--- src/rtl/vram_rect_fill_if.sv ---
// ---------------------------------------------------------------------------
// vram_rect_fill_if
//   Bundles the command handshake and the framebuffer write port of the
//   rectangle fill engine.
//
//   Command channel (issuer -> engine):
//     cmd_valid, cmd_x[3:0], cmd_y[3:0], cmd_w[4:0], cmd_h[4:0],
//     cmd_color[11:0] = {B,G,R};  cmd_ready (engine -> issuer)
//   Write channel (engine -> framebuffer RAM):
//     wr_en, wr_addr[15:0], wr_data[15:0];  wr_ready (RAM -> engine)
//
//   modport slave  : the fill engine
//   modport master : command issuer plus memory side (e.g. a testbench)
// ---------------------------------------------------------------------------
interface vram_rect_fill_if;
    logic        cmd_valid;
    logic        cmd_ready;
    logic [3:0]  cmd_x;
    logic [3:0]  cmd_y;
    logic [4:0]  cmd_w;
    logic [4:0]  cmd_h;
    logic [11:0] cmd_color;
    logic        wr_en;
    logic        wr_ready;
    logic [15:0] wr_addr;
    logic [15:0] wr_data;

    modport slave (
        input  cmd_valid,
        output cmd_ready,
        input  cmd_x,
        input  cmd_y,
        input  cmd_w,
        input  cmd_h,
        input  cmd_color,
        output wr_en,
        input  wr_ready,
        output wr_addr,
        output wr_data
    );

    modport master (
        output cmd_valid,
        input  cmd_ready,
        output cmd_x,
        output cmd_y,
        output cmd_w,
        output cmd_h,
        output cmd_color,
        input  wr_en,
        output wr_ready,
        input  wr_addr,
        input  wr_data
    );
endinterface

--- src/rtl/vram_rect_fill.sv ---
// ---------------------------------------------------------------------------
// vram_rect_fill
//   Command-driven fill engine: writes one solid-colour, clipped rectangle
//   into the 16-cell-stride framebuffer that the VGA stage scans out.
//   Cells are written row-major, one word per accepted write cycle.
//
//   Ports:
//     clock  : system clock, all logic on posedge
//     reset  : synchronous, active-high
//     bus    : vram_rect_fill_if.slave (command handshake + write port)
//     busy   : high whenever the engine is not idle
//     done   : one-cycle pulse when a command completes
//
//   Parameters:
//     GRID_W, GRID_H : visible grid size in cells (1..16)
//     BASE_ADDR      : address of cell (0,0); cell (x,y) = BASE + y*16 + x
// ---------------------------------------------------------------------------
module vram_rect_fill #(
    parameter int          GRID_W    = 16,
    parameter int          GRID_H    = 16,
    parameter logic [15:0] BASE_ADDR = 16'h2000
) (
    input  logic            clock,
    input  logic            reset,
    vram_rect_fill_if.slave bus,
    output logic            busy,
    output logic            done
);

    localparam logic [1:0] ST_IDLE = 2'd0;
    localparam logic [1:0] ST_FILL = 2'd1;
    localparam logic [1:0] ST_DONE = 2'd2;

    localparam logic [5:0] GRID_W6 = 6'(GRID_W);
    localparam logic [5:0] GRID_H6 = 6'(GRID_H);

    // Framebuffer address of a cell; row stride is fixed at 16 words.
    function automatic logic [15:0] cell_addr(input logic [3:0] cx, input logic [3:0] cy);
        cell_addr = BASE_ADDR + {8'h00, cy, cx};
    endfunction

    logic [1:0]  state_r;
    logic        cmd_ready_r;
    logic        wr_en_r;
    logic [15:0] wr_addr_r;
    logic [15:0] wr_data_r;
    logic        busy_r;
    logic        done_r;

    logic [3:0]  x0_r;
    logic [3:0]  cx_r;
    logic [3:0]  cy_r;
    logic [5:0]  x_end_r;
    logic [5:0]  y_end_r;

    logic [5:0]  x_sum_s;
    logic [5:0]  y_sum_s;
    logic [5:0]  x_end_s;
    logic [5:0]  y_end_s;
    logic        empty_s;
    logic        row_last_s;
    logic        cell_last_s;
    logic [3:0]  cx_next_s;
    logic [3:0]  cy_next_s;

    assign bus.cmd_ready = cmd_ready_r;
    assign bus.wr_en     = wr_en_r;
    assign bus.wr_addr   = wr_addr_r;
    assign bus.wr_data   = wr_data_r;
    assign busy          = busy_r;
    assign done          = done_r;

    // Clip the incoming command against the grid; 6-bit sums cannot wrap.
    always_comb begin
        x_sum_s = {2'b00, bus.cmd_x} + {1'b0, bus.cmd_w};
        y_sum_s = {2'b00, bus.cmd_y} + {1'b0, bus.cmd_h};
        if (x_sum_s > GRID_W6) begin
            x_end_s = GRID_W6;
        end else begin
            x_end_s = x_sum_s;
        end
        if (y_sum_s > GRID_H6) begin
            y_end_s = GRID_H6;
        end else begin
            y_end_s = y_sum_s;
        end
        empty_s = (bus.cmd_w == 5'd0) || (bus.cmd_h == 5'd0) ||
                  ({2'b00, bus.cmd_x} >= GRID_W6) || ({2'b00, bus.cmd_y} >= GRID_H6);
    end

    // Next cell in row-major order; wraps to the left column at the row end.
    always_comb begin
        row_last_s  = (({2'b00, cx_r} + 6'd1) == x_end_r);
        cell_last_s = row_last_s && (({2'b00, cy_r} + 6'd1) == y_end_r);
        if (row_last_s) begin
            cx_next_s = x0_r;
            cy_next_s = cy_r + 4'd1;
        end else begin
            cx_next_s = cx_r + 4'd1;
            cy_next_s = cy_r;
        end
    end

    // Control FSM with all outputs registered.
    always_ff @(posedge clock) begin
        if (reset) begin
            state_r     <= ST_IDLE;
            cmd_ready_r <= 1'b0;
            wr_en_r     <= 1'b0;
            wr_addr_r   <= 16'h0000;
            wr_data_r   <= 16'h0000;
            busy_r      <= 1'b0;
            done_r      <= 1'b0;
            x0_r        <= 4'd0;
            cx_r        <= 4'd0;
            cy_r        <= 4'd0;
            x_end_r     <= 6'd0;
            y_end_r     <= 6'd0;
        end else begin
            case (state_r)
                ST_IDLE: begin
                    if (bus.cmd_valid && cmd_ready_r) begin
                        // Latch the whole command; later input changes are ignored.
                        x0_r        <= bus.cmd_x;
                        cx_r        <= bus.cmd_x;
                        cy_r        <= bus.cmd_y;
                        x_end_r     <= x_end_s;
                        y_end_r     <= y_end_s;
                        wr_addr_r   <= cell_addr(bus.cmd_x, bus.cmd_y);
                        wr_data_r   <= {4'h0, bus.cmd_color};
                        cmd_ready_r <= 1'b0;
                        busy_r      <= 1'b1;
                        if (empty_s) begin
                            state_r <= ST_DONE;
                            wr_en_r <= 1'b0;
                            done_r  <= 1'b1;
                        end else begin
                            state_r <= ST_FILL;
                            wr_en_r <= 1'b1;
                            done_r  <= 1'b0;
                        end
                    end else begin
                        cmd_ready_r <= 1'b1;
                        wr_en_r     <= 1'b0;
                        busy_r      <= 1'b0;
                        done_r      <= 1'b0;
                    end
                end
                ST_FILL: begin
                    if (bus.wr_ready) begin
                        if (cell_last_s) begin
                            state_r <= ST_DONE;
                            wr_en_r <= 1'b0;
                            done_r  <= 1'b1;
                        end else begin
                            cx_r      <= cx_next_s;
                            cy_r      <= cy_next_s;
                            wr_addr_r <= cell_addr(cx_next_s, cy_next_s);
                        end
                    end else begin
                        // Stalled: address, data and enable hold.
                        wr_en_r <= 1'b1;
                    end
                end
                ST_DONE: begin
                    state_r     <= ST_IDLE;
                    done_r      <= 1'b0;
                    busy_r      <= 1'b0;
                    cmd_ready_r <= 1'b1;
                end
                default: begin
                    state_r     <= ST_IDLE;
                    cmd_ready_r <= 1'b0;
                    wr_en_r     <= 1'b0;
                    busy_r      <= 1'b0;
                    done_r      <= 1'b0;
                end
            endcase
        end
    end

endmodule

--- src/flat_wrapper.sv ---
// flat-port wrapper written by rule: the top's interface ports become plain ports
module vram_rect_fill_flat 
#(
    parameter int          GRID_W    = 16,
    parameter int          GRID_H    = 16,
    parameter logic [15:0] BASE_ADDR = 16'h2000
)
  (clock, reset, busy, done, bus_cmd_valid, bus_cmd_ready, bus_cmd_x, bus_cmd_y, bus_cmd_w, bus_cmd_h, bus_cmd_color, bus_wr_en, bus_wr_ready, bus_wr_addr, bus_wr_data);
  vram_rect_fill_if bus_i ();
  input  logic clock;
  input  logic reset;
  output logic busy;
  output logic done;
  input wire logic [$bits(bus_i.cmd_valid)-1:0] bus_cmd_valid;
  output wire logic [$bits(bus_i.cmd_ready)-1:0] bus_cmd_ready;
  input wire logic [$bits(bus_i.cmd_x)-1:0] bus_cmd_x;
  input wire logic [$bits(bus_i.cmd_y)-1:0] bus_cmd_y;
  input wire logic [$bits(bus_i.cmd_w)-1:0] bus_cmd_w;
  input wire logic [$bits(bus_i.cmd_h)-1:0] bus_cmd_h;
  input wire logic [$bits(bus_i.cmd_color)-1:0] bus_cmd_color;
  output wire logic [$bits(bus_i.wr_en)-1:0] bus_wr_en;
  input wire logic [$bits(bus_i.wr_ready)-1:0] bus_wr_ready;
  output wire logic [$bits(bus_i.wr_addr)-1:0] bus_wr_addr;
  output wire logic [$bits(bus_i.wr_data)-1:0] bus_wr_data;
  assign bus_i.cmd_valid = bus_cmd_valid;
  assign bus_cmd_ready = bus_i.cmd_ready;
  assign bus_i.cmd_x = bus_cmd_x;
  assign bus_i.cmd_y = bus_cmd_y;
  assign bus_i.cmd_w = bus_cmd_w;
  assign bus_i.cmd_h = bus_cmd_h;
  assign bus_i.cmd_color = bus_cmd_color;
  assign bus_wr_en = bus_i.wr_en;
  assign bus_i.wr_ready = bus_wr_ready;
  assign bus_wr_addr = bus_i.wr_addr;
  assign bus_wr_data = bus_i.wr_data;
  vram_rect_fill #(.GRID_W(GRID_W), .GRID_H(GRID_H), .BASE_ADDR(BASE_ADDR)) u_core (.clock(clock), .reset(reset), .bus(bus_i), .busy(busy), .done(done));
endmodule
--- config.mk ---
export PLATFORM = sky130hd
export DESIGN_NAME = vram_rect_fill_flat
export DESIGN_NICKNAME = d
export VERILOG_FILES = /design/src/rtl/vram_rect_fill_if.sv /design/src/rtl/vram_rect_fill.sv /design/src/flat_wrapper.sv
export SDC_FILE = /design/constraint.sdc
export NUM_CORES = 1
export LEC_CHECK = 0
export ABC_CLOCK_PERIOD_IN_PS = 2700
export CAP_MARGIN = 10
export CELL_PAD_IN_SITES_DETAIL_PLACEMENT = 0
export CELL_PAD_IN_SITES_GLOBAL_PLACEMENT = 2
export CORE_ASPECT_RATIO = 1.5
export CORE_MARGIN = 4
export CORE_UTILIZATION = 27
export CTS_CLUSTER_DIAMETER = 60
export CTS_CLUSTER_SIZE = 30
export DETAILED_ROUTE_END_ITERATION = 7
export GPL_TIMING_DRIVEN = 0
export HOLD_SLACK_MARGIN = 0.15
export PLACE_DENSITY = 0.86
export SLEW_MARGIN = 20
export SYNTH_ARGS = -nofsm -noshare
export SYNTH_HDL_FRONTEND = slang
export SYNTH_SLANG_ARGS = --single-unit
--- constraint.sdc ---
create_clock -name clock -period 2.7 [get_ports clock]
set_input_delay 0.405 -clock clock [delete_from_list [all_inputs] [get_ports clock]]
set_output_delay 0.405 -clock clock [all_outputs]
set_load 0.02 [all_outputs]
* Word level (Yosys, flattened, before mapping)
Index checks and enable logic that the tools add are counted.
** Cells by class
- $lt $le $gt $ge :: 2
- Div/mod/pow operators :: 0
- Reduce and logical (&&, ||, !) cells :: 12
- Multipliers :: 0
- Eq/ne operators :: 9
- Shift-type cells :: 0
- $add $sub $neg :: 8
- Bitwise logic cells :: 1
- Mux-type cells :: 35
** Operators by type and width (number)
- 16-bit 2-to-1 mux :: 3
- 4-bit 2-to-1 mux :: 8
- 16-bit case mux with 2 select lines :: 1
- 14-bit by 8-bit adder with 15-bit output (first input constant) :: 2
- 4-bit case mux with 2 select lines :: 2
- 4-bit by 5-bit adder with 6-bit output :: 2
- 6-bit == test :: 2
- 6-bit by 5-bit > comparator with 1-bit output (second input constant) :: 2
- 6-bit 2-to-1 mux :: 2
- 4-bit by 1-bit adder with 5-bit output (second input constant) :: 2
- 5-bit zero test :: 2
- 1-bit 2-to-1 mux :: 10
- 4-bit by 1-bit adder with 4-bit output (second input constant) :: 2
- 2-bit 2-to-1 mux :: 4
- 1-bit case mux with 3 select lines :: 2
- 2-bit AND reduction :: 3
- 2-bit by 1-bit inequality test with 1-bit output (second input constant) :: 2
- 2-bit inequality test (second input constant) :: 2
- 1-bit case mux with 2 select lines :: 2
- 2-bit case mux with 2 select lines :: 1
- 4-bit AND reduction :: 1
- 3-bit by 2-bit inequality test with 1-bit output (second input constant) :: 1
- 3-bit AND reduction :: 1
- 2-bit by 1-bit == test with 1-bit output (second input constant) :: 1
- other kinds (6) :: 7
** Storage, ports and cells
- ROM bits :: 0
- Output and inout bits :: 36
- Logic and storage cells :: 79
- RAM bits :: 0
- Memories :: 0
- Bits in latches :: 0
- Bits in registers :: 58
- Bits of input ports :: 34

* Longest topological paths before layout
Gate-level depths: netlist (run 1).
- Word-level depth :: 7
- Gate-level depth with buffers :: 9
- Depth with buffers taken out :: 9

* Worst setup path after synthesis (run 1)
Ideal clock, no wire load.
- Kind :: register to register
- Start point :: register u_core.cy_r[0]
- End point :: register u_core.wr_addr_r[7] (netlist: u_core.bus.wr_addr[7])
- Setup time :: 0.116 ns
- Path buffers :: 0
- Data required time :: 2.584 ns
- Data arrival time :: 2.094 ns
- Stages on the path, launching flop included :: 8
- Clock period less this slack :: 2.210 ns
- Setup slack :: 0.490 ns
- Path through :: dfxtp_1 -> ha_1 -> and4b_1 -> a22oi_2 -> a2111oi_4 -> and2_2 -> o21ai_1 -> o211a_1
** On the way
- Longest elaborated chain between the ends :: 6
** RTL lines
- from (decl) :: RTL line vram_rect_fill.sv:52 : logic [3:0] cy_r;
- from (signal assigned) :: RTL line vram_rect_fill.sv:126 : cy_r <= bus.cmd_y;
- from (signal assigned) :: RTL line vram_rect_fill.sv:157 : cy_r <= cy_next_s;
- 4-bit by 1-bit adder with 4-bit output :: RTL line vram_rect_fill.sv:97 : cy_next_s = cy_r + 4'd1;
- 4-bit 2-to-1 mux :: RTL line vram_rect_fill.sv:95 : if (row_last_s) begin
- 14-bit by 8-bit adder with 15-bit output :: RTL line vram_rect_fill.sv:39 : cell_addr = BASE_ADDR + {8'h00, cy, cx};
- 16-bit 2-to-1 mux :: RTL line vram_rect_fill.sv:151 : if (cell_last_s) begin
- 16-bit 2-to-1 mux :: RTL line vram_rect_fill.sv:150 : if (bus.wr_ready) begin
- 16-bit case mux with 2 select lines :: RTL line vram_rect_fill.sv:120 : case (state_r)
- to (signal assigned) :: RTL line vram_rect_fill.sv:129 : wr_addr_r <= cell_addr(bus.cmd_x, bus.cmd_y);
- to (signal assigned) :: RTL line vram_rect_fill.sv:158 : wr_addr_r <= cell_addr(cx_next_s, cy_next_s);
- to (decl) :: RTL line vram_rect_fill.sv:45 : logic [15:0] wr_addr_r;
Several ways; a longest one is shown, not always the timed one. The select of a mux whose other input is x is not followed.
A chain may end at the register's enable or synchronous reset.

* Worst setup path in the final report (run 1)
- Start point :: input bus_cmd_x[0]
- End point :: register u_core.x_end_r[0]
** On the way
- Longest elaborated chain between the ends :: 3
** RTL lines
- from (decl) :: RTL line flat_wrapper.sv:16 : input wire logic [$bits(bus_i.cmd_x)-1:0] bus_cmd_x;
- 4-bit by 5-bit adder with 6-bit output (*) :: RTL line vram_rect_fill.sv:75 : x_sum_s = {2'b00, bus.cmd_x} + {1'b0, bus.cmd_w};
- 6-bit by 5-bit > comparator with 1-bit output :: RTL line vram_rect_fill.sv:77 : if (x_sum_s > GRID_W6) begin
- 6-bit 2-to-1 mux (*) :: RTL line vram_rect_fill.sv:77
- to (signal assigned) :: RTL line vram_rect_fill.sv:127 : x_end_r <= x_end_s;
- to (decl) :: RTL line vram_rect_fill.sv:53 : logic [5:0] x_end_r;
Every way passes the cells marked *; elsewhere a longest branch is shown, timed or not.

==> results of run 1 <==
[cells in the final DEF, fill, tap and decap left out, drive strengths merged, types with 2 or more instances in the layout]
master	count
nand2	46
o211ai	6
dfxtp	43
inv	4
nor2	18
xnor2	10
buf	16
ha	10
nor3b	3
nor3	8
nor2b	5
o21ai	7
or4	2
a21o	4
a311oi	4
nor4	4
a31oi	2
nand2b	6
clkdlybuf4s50	57
and2	4
fa	2
o21a	2
a211oi	5
conb	11
xor2	5
clkbuf	14
o211a	2
nand3	3
a21oi	26
a22o	8
or2	2
nand3b	2
[critical path: stages]
cell	delay [ns]
clkdlybuf4s50_1	0.47
ha_1	0.24
fa_1	0.40
a21oi_1	0.14
nor2b_1	0.07
o21a_1	0.18
nor4_1	0.54
a22o_1	0.21
[registers in the layout, summed over array words and instances (netlist names)]
signal,cells
u_core.x0_r,4
u_core.bus.wr_data,12
u_core.busy,1
u_core.state_r,2
u_core.done,1
u_core.x_end_r,6
u_core.bus.cmd_ready,1
u_core.bus.wr_en,1
u_core.cx_r,3
u_core.bus.wr_addr,3
u_core.y_end_r,6
u_core.cy_r,3
[area by class of cell]
cell class                      instances  share of cell area, %
Inverter                                4                  0.455
Buffer                                 24                   4.09
Sequential cell                        43                   26.1
Timing Repair Buffer                   57                   17.3
Tap cell                              107                   4.05
Clock inverter                          2                   1.06
Multi-Input combinational cell        219                   42.8
Clock buffer                            6                   4.21
[stage by stage]
stage | setup slack, ns | util, %
after floorplan | 0.490 | -
after global placement | -0.122 | 36.7
after detailed placement | -0.126 | 36.7
after CTS | 0.143 | 38.7
after global routing | 0.112 | 38.8
final | 0.264 | 38.8
[routing by layer]
metal	part of all wire (%)	track usage (%)	vias to the layer above
met5	0	0	-
met4	1.7	5.05	0
met3	4.6	2.87	6
met2	52	22.5	47
met1	42	15.4	967
li1	-	-	1122
[power groups by stage]
| stage | combinational [mW] | sequential [mW] | clock [mW] |
|---|---|---|---|
| 5_1_grt | 0.518 | 0.729 | 0.743 |
| 3_5_place_dp | 0.470 | 0.736 | 0 |
| 6_report | 0.469 | 0.721 | 0.703 |
| 2_1_floorplan | 0.261 | 0.761 | 0 |
| 3_3_place_gp | 0.468 | 0.734 | 0 |
| 4_1_cts | 0.473 | 0.722 | 0.723 |
[cell families after synthesis]
family                     count (synthesis)  synth area share, %
xor gates and xnor gates                  15                 5.52
adders and majority gates                 12                 6.94
AOI/OAI and AO/OA                         74                 23.0
DFF                                       43                 36.2
buffers and inverters                     28                 6.31
and+or+nand+nor                          106                 21.5
other                                      1                0.157
muxes                                      1                0.473
[path summary, 6_finish.rpt]
check,cells past startpoint,end,slack (ns),startpoint
worst max-delay path,8,u_core.x_end_r[0]$_SDFFE_PP0P_,0.26,bus_cmd_x[0]
worst min register to register,2,u_core.bus.wr_data[7]$_SDFFE_PP0P_,0.45,u_core.bus.wr_data[7]$_SDFFE_PP0P_
worst min-delay path,2,u_core.bus.wr_data[7]$_SDFFE_PP0P_,0.45,u_core.bus.wr_data[7]$_SDFFE_PP0P_
worst max register to register,7,u_core.bus.wr_addr[7]$_SDFFE_PP0P_,0.36,u_core.cy_r[0]$_SDFFE_PP0P_
==> impl_metrics.env, run 1 <==
export IMPL_outcome="finished clean"
export IMPL_placed_cell_area_um2=3120
export IMPL_postCtsSetupBuffers=0
export IMPL_cts_tree="built"
export IMPL_start_util_pct=28.0
export IMPL_end_kind="flop"
export IMPL_dp_cells=454
export IMPL_synth_top_cell_by_area="dfxtp_1"
export IMPL_p_total_mw=1.89
export IMPL_fin_setup_tns_ns=0
export IMPL_area_growth_pct=38.7
export IMPL_seq_area_frac_synth_pct=36.2
export IMPL_post_route_min_period_ns=2.44
export IMPL_synth_seq_cells=43
export IMPL_h_tree_depth=2
export IMPL_drt_wl_total_mm=6.54
export IMPL_antenna_found_initial=0
export IMPL_slew_violations=0
export IMPL_first_pass_iters=4
export IMPL_crit_path_start_kind="input pin"
export IMPL_powerDensity_nw_per_um2=573
export IMPL_dp_hpwl_mm=5.20
export IMPL_cts_made_buffers=5
export IMPL_avgSynthCellArea_um2=8.50
export IMPL_setup_viol=0
export IMPL_synth_flop_cell="dfxtp_1"
export IMPL_path_max_fanout=4
export IMPL_multi_input_area_um2=1410
export IMPL_skew_ns=0.00522
export IMPL_ant_nets=0
export IMPL_placement_io_buffers=57
export IMPL_leakage_nw=1.26
export IMPL_final_nets=400
export IMPL_path_class="in2reg"
export IMPL_routed_via_density=4.64
export IMPL_synthTopCellsByCount="nand2_1, dfxtp_1, a21oi_1, nor2_1, buf_4"
export IMPL_drc=0
export IMPL_cts_hold_buf=0
export IMPL_wl_per_cell_um=14.2
export IMPL_ys_top_cells_by_area="dfxtp_1, nand2_1, a21oi_1"
export IMPL_async_flop_share_pct=0
export IMPL_fill_cells=921
export IMPL_sw_frac_of_total_pct=28.3
export IMPL_required_ns=2.93
export IMPL_post_route_period_util_pct=90.2
export IMPL_clock_power_share_pct=37.1
export IMPL_grt_ovfl_total=0
export IMPL_netlist_area_um2=2380
export IMPL_rsz0062_at_grt="no"
export IMPL_synth_warnings=0
export IMPL_n_antenna_cell=0
export IMPL_vdd_drop_max_uv=281
export IMPL_clkTransAtPathRegs_ns=0.06
export IMPL_worst_pin_slew_ns=0.747
export IMPL_grt_pass1_vias=2058
export IMPL_cts_repair_resized=0
export IMPL_drt_iter0_drc=157
export IMPL_arrival_ns=2.66
export IMPL_regArea_um2=861
export IMPL_clock_fmax_mhz=411
export IMPL_pin_count=70
export IMPL_design_area_um2=3300
export IMPL_yosysMostFrequentCell="nand2_1"
export IMPL_clk_latency_ns=0.28
export IMPL_grt_usage_pct=12.9
export IMPL_p_seq_share_pct=38.1
export IMPL_drive_gt1_share_pct=9.58
export IMPL_grt_max_degree=14
export IMPL_die_h_um=123
export IMPL_grt_first_pass_wirelength_mm=10.7
export IMPL_dieArea_um2=10400
export IMPL_yosysTopAreaCellShare_pct=36.2
export IMPL_power_frac_comb_pct=24.8
export IMPL_synthDistinctLibCells=50
export IMPL_core_area_um2=8520
export IMPL_clkSinkCount=43
export IMPL_hold_class="reg2reg"
export IMPL_syn_inst=280
export IMPL_clock_path_buffers=2
export IMPL_fp_dieW_um=84.7
export IMPL_cts_root_buf="clkbuf_16"
export IMPL_switchingPower_mw=0.535
export IMPL_rows=41
export IMPL_globalplace_congestion=0.749
export IMPL_slew_headroom_pct=50.0
export IMPL_intPower_mw=1.36
export IMPL_whs_ns=0.451
export IMPL_synth_edf_count=0
export IMPL_maxCapViolCount=0
export IMPL_via_count=2142
export IMPL_final_hold_violation_count=0
export IMPL_fin_cells=462
Note: power is estimated with default switching activity, not from simulation.
==> run 2: changes to the inputs <==
Settings changed: CAP_MARGIN 10 to not set.
==> results of run 2 <==
No change in the layout: final DEF, timing and power equal those of run 1.
